`config.mk`:
```
export PLATFORM = sky130hd
export DESIGN_NAME = enc_add_scheduler
export DESIGN_NICKNAME = d
export VERILOG_FILES = /design/src/rtl/enc_add_scheduler.sv
export SDC_FILE = /design/constraint.sdc
export NUM_CORES = 1
export LEC_CHECK = 0
export BUFFER_PORTS_ARGS = -buffer_cell sky130_fd_sc_hd__buf_2
export CORE_AREA = 2 2 58 60
export DETAILED_ROUTE_END_ITERATION = 6
export DIE_AREA = 0 0 60 62
export PLACE_DENSITY = 0.55
export SYNTH_ARGS = -nofsm -noshare
export SYNTH_HDL_FRONTEND = slang
export SYNTH_SLANG_ARGS = --single-unit
```
`constraint.sdc`:
```
create_clock -name clk -period 2.1 [get_ports clk]
set_input_delay 0.315 -clock clk [delete_from_list [all_inputs] [get_ports clk]]
set_output_delay 0.315 -clock clk [all_outputs]
set_load 0.01 [all_outputs]
```
`src/rtl/enc_add_scheduler.sv`:
```
// Sequencer for the encapsulation add stage: five serialised additions on one shared adder.
// Optional performance counters are enabled with `define ENC_ADD_SCHED_PERF_EN.
module enc_add_scheduler #(
   parameter int ADD_LATENCY = 1,
   parameter int NUM_STEPS   = 5
) (
   input  logic        clk,
   input  logic        rst_n,
   input  logic        start,
   output logic        busy,
   output logic        done,
   output logic [2:0]  mux_sel,
   output logic [1:0]  a_src,
   output logic        add_start,
   output logic        wr_en,
   output logic [1:0]  wr_idx,
   output logic [2:0]  step
`ifdef ENC_ADD_SCHED_PERF_EN
   ,
   output logic [15:0] run_cycles,
   output logic [7:0]  run_count
`endif
);

   typedef enum logic [2:0] {
      IDLE  = 3'd0,
      ISSUE = 3'd1,
      WAIT  = 3'd2,
      WRITE = 3'd3,
      FIN   = 3'd4
   } state_t;

   localparam logic [2:0] LAST_STEP = 3'(NUM_STEPS - 1);
   localparam logic [3:0] WAIT_LAST = (ADD_LATENCY > 1) ? 4'(ADD_LATENCY - 2) : 4'd0;

   state_t     state, state_next;
   logic [2:0] step_idx, step_idx_next;
   logic [3:0] wait_cnt, wait_cnt_next;

   logic       tbl_valid;
   logic [2:0] tbl_mux;
   logic [1:0] tbl_asrc;
   logic [1:0] tbl_widx;

   logic       busy_d, done_d, add_start_d, wr_en_d;
   logic [2:0] mux_sel_d, step_d;
   logic [1:0] a_src_d, wr_idx_d;

   always_comb begin
      tbl_valid = 1'b1;
      tbl_mux   = 3'd0;
      tbl_asrc  = 2'd0;
      tbl_widx  = 2'd0;
      case (step_idx)
         3'd0: begin tbl_mux = 3'd1; tbl_asrc = 2'd0; tbl_widx = 2'd0; end
         3'd1: begin tbl_mux = 3'd2; tbl_asrc = 2'd1; tbl_widx = 2'd1; end
         3'd2: begin tbl_mux = 3'd3; tbl_asrc = 2'd2; tbl_widx = 2'd2; end
         3'd3: begin tbl_mux = 3'd0; tbl_asrc = 2'd3; tbl_widx = 2'd3; end
         3'd4: begin tbl_mux = 3'd4; tbl_asrc = 2'd3; tbl_widx = 2'd3; end
         default: tbl_valid = 1'b0;
      endcase
   end

   // Output values are decoded from the current state and registered one cycle later,
   // so each step's table is held on the outputs from add_start through wr_en.
   always_comb begin
      state_next    = state;
      step_idx_next = step_idx;
      wait_cnt_next = wait_cnt;
      busy_d        = 1'b0;
      done_d        = 1'b0;
      add_start_d   = 1'b0;
      wr_en_d       = 1'b0;
      mux_sel_d     = 3'd0;
      a_src_d       = 2'd0;
      wr_idx_d      = 2'd0;
      step_d        = 3'd0;
      case (state)
         IDLE: begin
            if (start) begin
               state_next    = ISSUE;
               step_idx_next = 3'd0;
            end
         end
         ISSUE: begin
            busy_d      = 1'b1;
            add_start_d = 1'b1;
            mux_sel_d   = tbl_mux;
            a_src_d     = tbl_asrc;
            wr_idx_d    = tbl_widx;
            step_d      = step_idx;
            if (ADD_LATENCY == 1) begin
               state_next = WRITE;
            end else begin
               state_next    = WAIT;
               wait_cnt_next = 4'd0;
            end
         end
         WAIT: begin
            busy_d    = 1'b1;
            mux_sel_d = tbl_mux;
            a_src_d   = tbl_asrc;
            wr_idx_d  = tbl_widx;
            step_d    = step_idx;
            if (wait_cnt == WAIT_LAST) begin
               state_next = WRITE;
            end else begin
               wait_cnt_next = wait_cnt + 4'd1;
            end
         end
         WRITE: begin
            busy_d    = 1'b1;
            wr_en_d   = tbl_valid;
            mux_sel_d = tbl_mux;
            a_src_d   = tbl_asrc;
            wr_idx_d  = tbl_widx;
            step_d    = step_idx;
            // Strict serialisation: step 4 reads the V bank written by step 3.
            if (step_idx == LAST_STEP) begin
               state_next = FIN;
            end else begin
               step_idx_next = step_idx + 3'd1;
               state_next    = ISSUE;
            end
         end
         FIN: begin
            done_d     = 1'b1;
            state_next = IDLE;
         end
         default: state_next = IDLE;
      endcase
   end

   always_ff @(posedge clk or negedge rst_n) begin
      if (!rst_n) begin
         state    <= IDLE;
         step_idx <= 3'd0;
         wait_cnt <= 4'd0;
      end else begin
         state    <= state_next;
         step_idx <= step_idx_next;
         wait_cnt <= wait_cnt_next;
      end
   end

   always_ff @(posedge clk or negedge rst_n) begin
      if (!rst_n) begin
         busy      <= 1'b0;
         done      <= 1'b0;
         add_start <= 1'b0;
         wr_en     <= 1'b0;
         mux_sel   <= 3'd0;
         a_src     <= 2'd0;
         wr_idx    <= 2'd0;
         step      <= 3'd0;
      end else begin
         busy      <= busy_d;
         done      <= done_d;
         add_start <= add_start_d;
         wr_en     <= wr_en_d;
         mux_sel   <= mux_sel_d;
         a_src     <= a_src_d;
         wr_idx    <= wr_idx_d;
         step      <= step_d;
      end
   end

`ifdef ENC_ADD_SCHED_PERF_EN
   // busy_d is exactly the next-cycle busy output, so this counts busy cycles.
   always_ff @(posedge clk or negedge rst_n) begin
      if (!rst_n) begin
         run_cycles <= 16'd0;
         run_count  <= 8'd0;
      end else begin
         if (state == IDLE && start) begin
            run_cycles <= 16'd0;
         end else if (busy_d && run_cycles != 16'hFFFF) begin
            run_cycles <= run_cycles + 16'd1;
         end
         if (done_d) begin
            run_count <= run_count + 8'd1;
         end
      end
   end
`endif

endmodule

```
[Word-level counts from Yosys, hierarchy flattened]
Cells that the tools add are included.
Operators by class
  add/subtract/negate cells: 2
  divide/modulo/power cells: 0
  magnitude comparators: 0
  eq/ne operators: 11
  bitwise logic cells: 1
  reduce and logical (&&, ||, !) cells: 10
  muxes and demuxes: 17
  shift-type cells: 0
  multiply operators: 0
Operators by type and width (count)
  case mux 3 bit (4 select lines): 2
  two-way mux 3 bit: 7
  == test 3 x 2 -> 1 bit (second input constant): 4
  == test 3 x 1 -> 1 bit (second input constant): 2
  == test 3 bit (second input constant): 2
  zero test 3 bit: 2
  != test 2 bit (second input constant): 3
  case mux 2 bit (3 select lines): 1
  case mux 3 bit (2 select lines): 1
  two-way mux 1 bit: 5
  OR reduction 5 bit: 1
  adder 4 x 1 -> 4 bit (second input constant): 1
  zero test 4 bit: 1
  AND reduction 2 bit: 2
  adder 3 x 1 -> 3 bit (second input constant): 1
  AND reduction 3 bit: 1
  OR reduction 3 bit: 1
  two-way mux 2 bit: 1
  nonzero test 2 bit: 1
  OR reduction 2 bit: 1
  NOT 1 bit: 1
Storage, ports and cells
  memories: 0
  bits in latches: 0
  memory bits (writable): 0
  bits in registers: 22
  output and inout bits: 14
  input port bits: 3
  memory bits (read-only): 0
  logic and storage cells: 51

[Logic depth before layout (Yosys ltp)]
  depth after elaboration: 4
  gate-level depth with buffers: 5

[Least setup slack after synthesis]
No wires, ideal clock.
  kind: register to register
  start point: reg wait_cnt[0]
  end point: reg wait_cnt[1]
  path buffers: 0
  data arrival time: 1338 ps
  setup time: 125 ps
  stages on the path, launching flop included: 5
  path slack: 637 ps
  data required time: 1975 ps
  cells stage by stage: dfrtp_1 inv_1 ha_1 a2111oi_4 mux2_4
Between the ends
  word-level cells in the longest chain between the ends: 3
RTL lines
  start: declaration: line 38  | logic [3:0] wait_cnt, wait_cnt_next;
  start signal: assignment: line 142  | wait_cnt <= wait_cnt_next;
  parallel branches: the longest is 3 deep, another holds adder 4 x 1 -> 4 bit
Parallel ways; which one is timed is not known.
A chain may end at the register's enable or synchronous reset.

[Final worst setup path]
Ends and elaborated chain as after synthesis.

==> results.txt <==
The number of max-slew violations in the final report is 0. The area of the die is 3720 um2. The DRC violation count after routing is 0. The die is 60 um wide. The count of final hold-check violations came out at 0.

The power per cell area is 1210 nW/um2. The worst-skew pair later-pin latency came out at 0.29 ns. After the last flow step, the layout net total stands at 116. The maximum clock path buffer count came out at 2.

The count of TritonRoute iterations in the first routing pass came out at 3. The reported leakage power is 0.548 nW. The routed wire length per instance is 10.6 um.

The post-route antenna net violation count came out at 0. The number of H-tree levels came out at 1. The net count after synthesis is 100. Dividing the detail-routed via count by the number of cells gives 4.23. Registers are responsible for 47.5% of the overall power. Headroom to the max-slew limit came out at 67.8%.

Ranked by total cell area, the synthesized netlist is headed by dfrtp_1 53%, ha_1 9.6%, nor2_1 4.0%. Setup repair after global routing left no endpoint under its margin. Entering global routing, the biggest net connects 23 pins. Summed over all instances, the cell type with the most area after synthesis is dfrtp_1. The delay of the slowest critical-path stage is 0.45 ns.

The clock input transition at the sequential cells of the worst setup and hold paths came out at 0.11 ns. The slew of the pin with the lowest slew margin is 0.482 ns. Across the VDD grid, the largest voltage drop is 232 uV. The critical path is of the reg2reg type. The reported max-cap violation count came out at 0. The fraction of synthesized cell area taken by the top area cell type is 52.7%. Derived from the worst setup path, the maximum achievable clock frequency is 635 MHz. The diode insertion count for antenna repair is 0. The number of antenna violations at the first check in global routing came out at 0. The overall power of the completed layout came out at 1.40 mW. Once the floorplan was initialized, standard cells occupied 32.9% of the core. On the final layout, the worst clock skew is 0.00336 ns. The worst path required time is 2.28 ns. The setup TNS is 0 ns. The proportion of register bits with asynchronous set or reset after synthesis is 100%.

The leftover overflow at the end of global routing is 0. STA classifies the critical path endpoint as a flip-flop. The share of the clock period used by the worst path after layout came out at 75.0%.

The first global-routing pass estimated 2710 um of wire. 17 I/O pins were placed. The number of clock sinks came out at 22. Measured in cells, the most critical reg-to-reg path has a length of 4. The share of total power in the clock network is 12.6%. The switching share of power came out at 38.4%. Among cell families on the critical path, the largest total delay comes from compound AO/OA/AOI/OAI gates. The most used standard cell by instance count after synthesis is dfrtp_1.

The mean post-synth cell area is 11.7 um2. The post-route netlist has 24.3% of its cells at a drive strength greater than 1. The cell depth of the worst min-delay path came out at 3. The most instantiated flip-flop cell in the synthesis netlist is dfrtp_1.

At the worst endpoint, the arrival time is 1.76 ns. The number of rows created at floorplan is 21. Detailed placement finished with a half-perimeter wire length of 1180 um. The number of design-rule violations left by the first detailed-router iteration came out at 13. For this design the total switching power over the nets is 0.537 mW.

The instance count on the critical path came out at 4. The cell area that synthesis handed to floorplanning was 1040 um2. The sequential share of the synthesized area came out at 52.7%.

Among all stages on the critical path, the largest delay is contributed by a2111oi_4. The die boundary height is 62 um. The global-route usage over all layers is 9.54%. Counting flops and latches in the post-synthesis netlist gives 22. The congestion estimate from routability-driven global placement came to 0.859. The minimum period implied by the final worst setup slack is 1.58 ns. The maximum fanout along the worst path came out at 4. The via count of the first global-routing pass is 612. The worst setup path is launched from a flip-flop.

The standard cell core area is 3180 um2. The internal power component is 0.862 mW. The critical path goes through inv_1 -> ha_1 -> a2111oi_4 -> mux2_4. The cell count after synthesis came out at 89. The count of flip-flops with a built-in enable after synthesis is 0. For this run, the number of Yosys warnings is 0. The count of distinct cell types in the synthesized netlist is 30. The TritonCTS clock tree is done. During placement, the flow inserted port buffers numbering 16. The total via count after detailed routing came out at 631. The flow ran to the end, and the final reports show no timing, DRC or antenna violations.

In the synthesized netlist, the cells that appear most often are 22 x dfrtp_1, 11 x nor2_1, 8 x ha_1, 8 x inv_1. The worst hold path class is in2reg. The final count of negative-setup-slack endpoints came out at 0. The number of buffers and inverters on the critical path is 1. Counting the buffers created by CTS gives 3. For this block, the routed nets add up to 1590 um of wire. The share of power burned in combinational logic came out at 39.9%.

The root buffer cell chosen for the clock tree is clkbuf_4. The area growth from synthesis to layout came out at 10.9%.
## worst paths after layout
check,start,to,slack [ns]
max,wait_cnt[0],wait_cnt[1],0.52
min in group asynchronous,rst_n,step_idx[0],0.50
max in group asynchronous,rst_n,wait_cnt[1],1.27
min reg2reg,wait_cnt[3],wait_cnt[3],0.50
min,start,state[0],0.42
max reg2reg,wait_cnt[0],wait_cnt[1],0.52
## sequential cells by signal, summed over array words and instances, names as in the netlist
| signal | count |
|---|---|
| wait_cnt | 4 |
| mux_sel | 3 |
| state | 3 |
| step | 3 |
| step_idx | 3 |
| wr_idx | 2 |
| add_start | 1 |
| busy | 1 |
| done | 1 |
| wr_en | 1 |
## cells by family after synthesis
kind of cell	Yosys count	share of synthesized area, %
buffers and inverters	15	8.62
adders and majority gates	8	9.58
and+or+nand+nor	24	12.1
AOI/OAI and AO/OA	16	13.1
muxes	1	1.44
xor gates and xnor gates	3	2.52
DFF	22	52.7
## tightest hold or removal path: cells and delay by family
family / cells / cell delay (ns)
buf+inv: 1 / 0.12
simple gates: 2 / 0.25
## power by group through the flow
stage               Clock, mW  Sequential (mW)  Combinational (mW)
floorplan                   0            0.668               0.438
global placement            0            0.669               0.557
detailed placement          0            0.675               0.553
CTS                     0.187            0.664               0.560
global route            0.206            0.686               0.637
finish                  0.177            0.664               0.557
## layout make-up
cell class | instances | area (um2)
Sequential cell | 22 | 551
Fill cell | 314 | 2020
Timing Repair Buffer | 17 | 90.1
Inverter | 9 | 33.8
Clock buffer | 3 | 22.5
Tap cell | 46 | 57.6
Multi-Input combinational cell | 52 | 404
## metal layers
layer / routed length, um / GRT usage (%)
met1: 770 / 12.5
met2: 753 / 16.0
met3: 34 / 0.621
met4: 27 / 4.76
met5: 0 / 0
## timing repair
| action | CTS | global route |
|---|---|---|
| endpoints found under the hold margin | 22 | 0 |
| hold buffers | 1 | 0 |
| buffers inserted | 0 | 0 |
| gates resized for setup | 0 | 0 |
## layout by cell type, fill, tap and decap left out
master / count
o21ai_0: 2
nand2_1: 2
a2111oi_4: 1
and4bb_2: 1
o31ai_1: 2
o21a_1: 1
mux2_4: 1
inv_1: 8
nor2_1: 11
a21oi_1: 3
nor3_1: 2
nand3b_1: 1
or4b_1: 1
dfrtp_1: 22
buf_2: 16
clkbuf_4: 3
o21bai_2: 1
o211ai_1: 2
xnor2_1: 3
inv_2: 1
and2_1: 2
nor2_2: 1
o31a_1: 3
ha_1: 8
nand3_1: 1
a2bb2oi_1: 1
nor3b_1: 1
nor4_1: 1
dlygate4sd3_1: 1
## metrics by stage
step                      hold WS (ns)  instance area (um2)  cells  worst slack (ns)  utilization, %
after CTS                        0.405                 1160    149             0.538            36.4
after detailed placement         0.310                 1130    145             0.550            35.4
after global routing             0.463                 1160    149             0.427            36.4
after global placement           0.302                 1130    145             0.547            35.4
after floorplan                 0.0194                 1040     89             0.637               -
final                            0.421                 1160    149             0.524            36.4
Note: power is estimated with default switching activity, not from simulation.
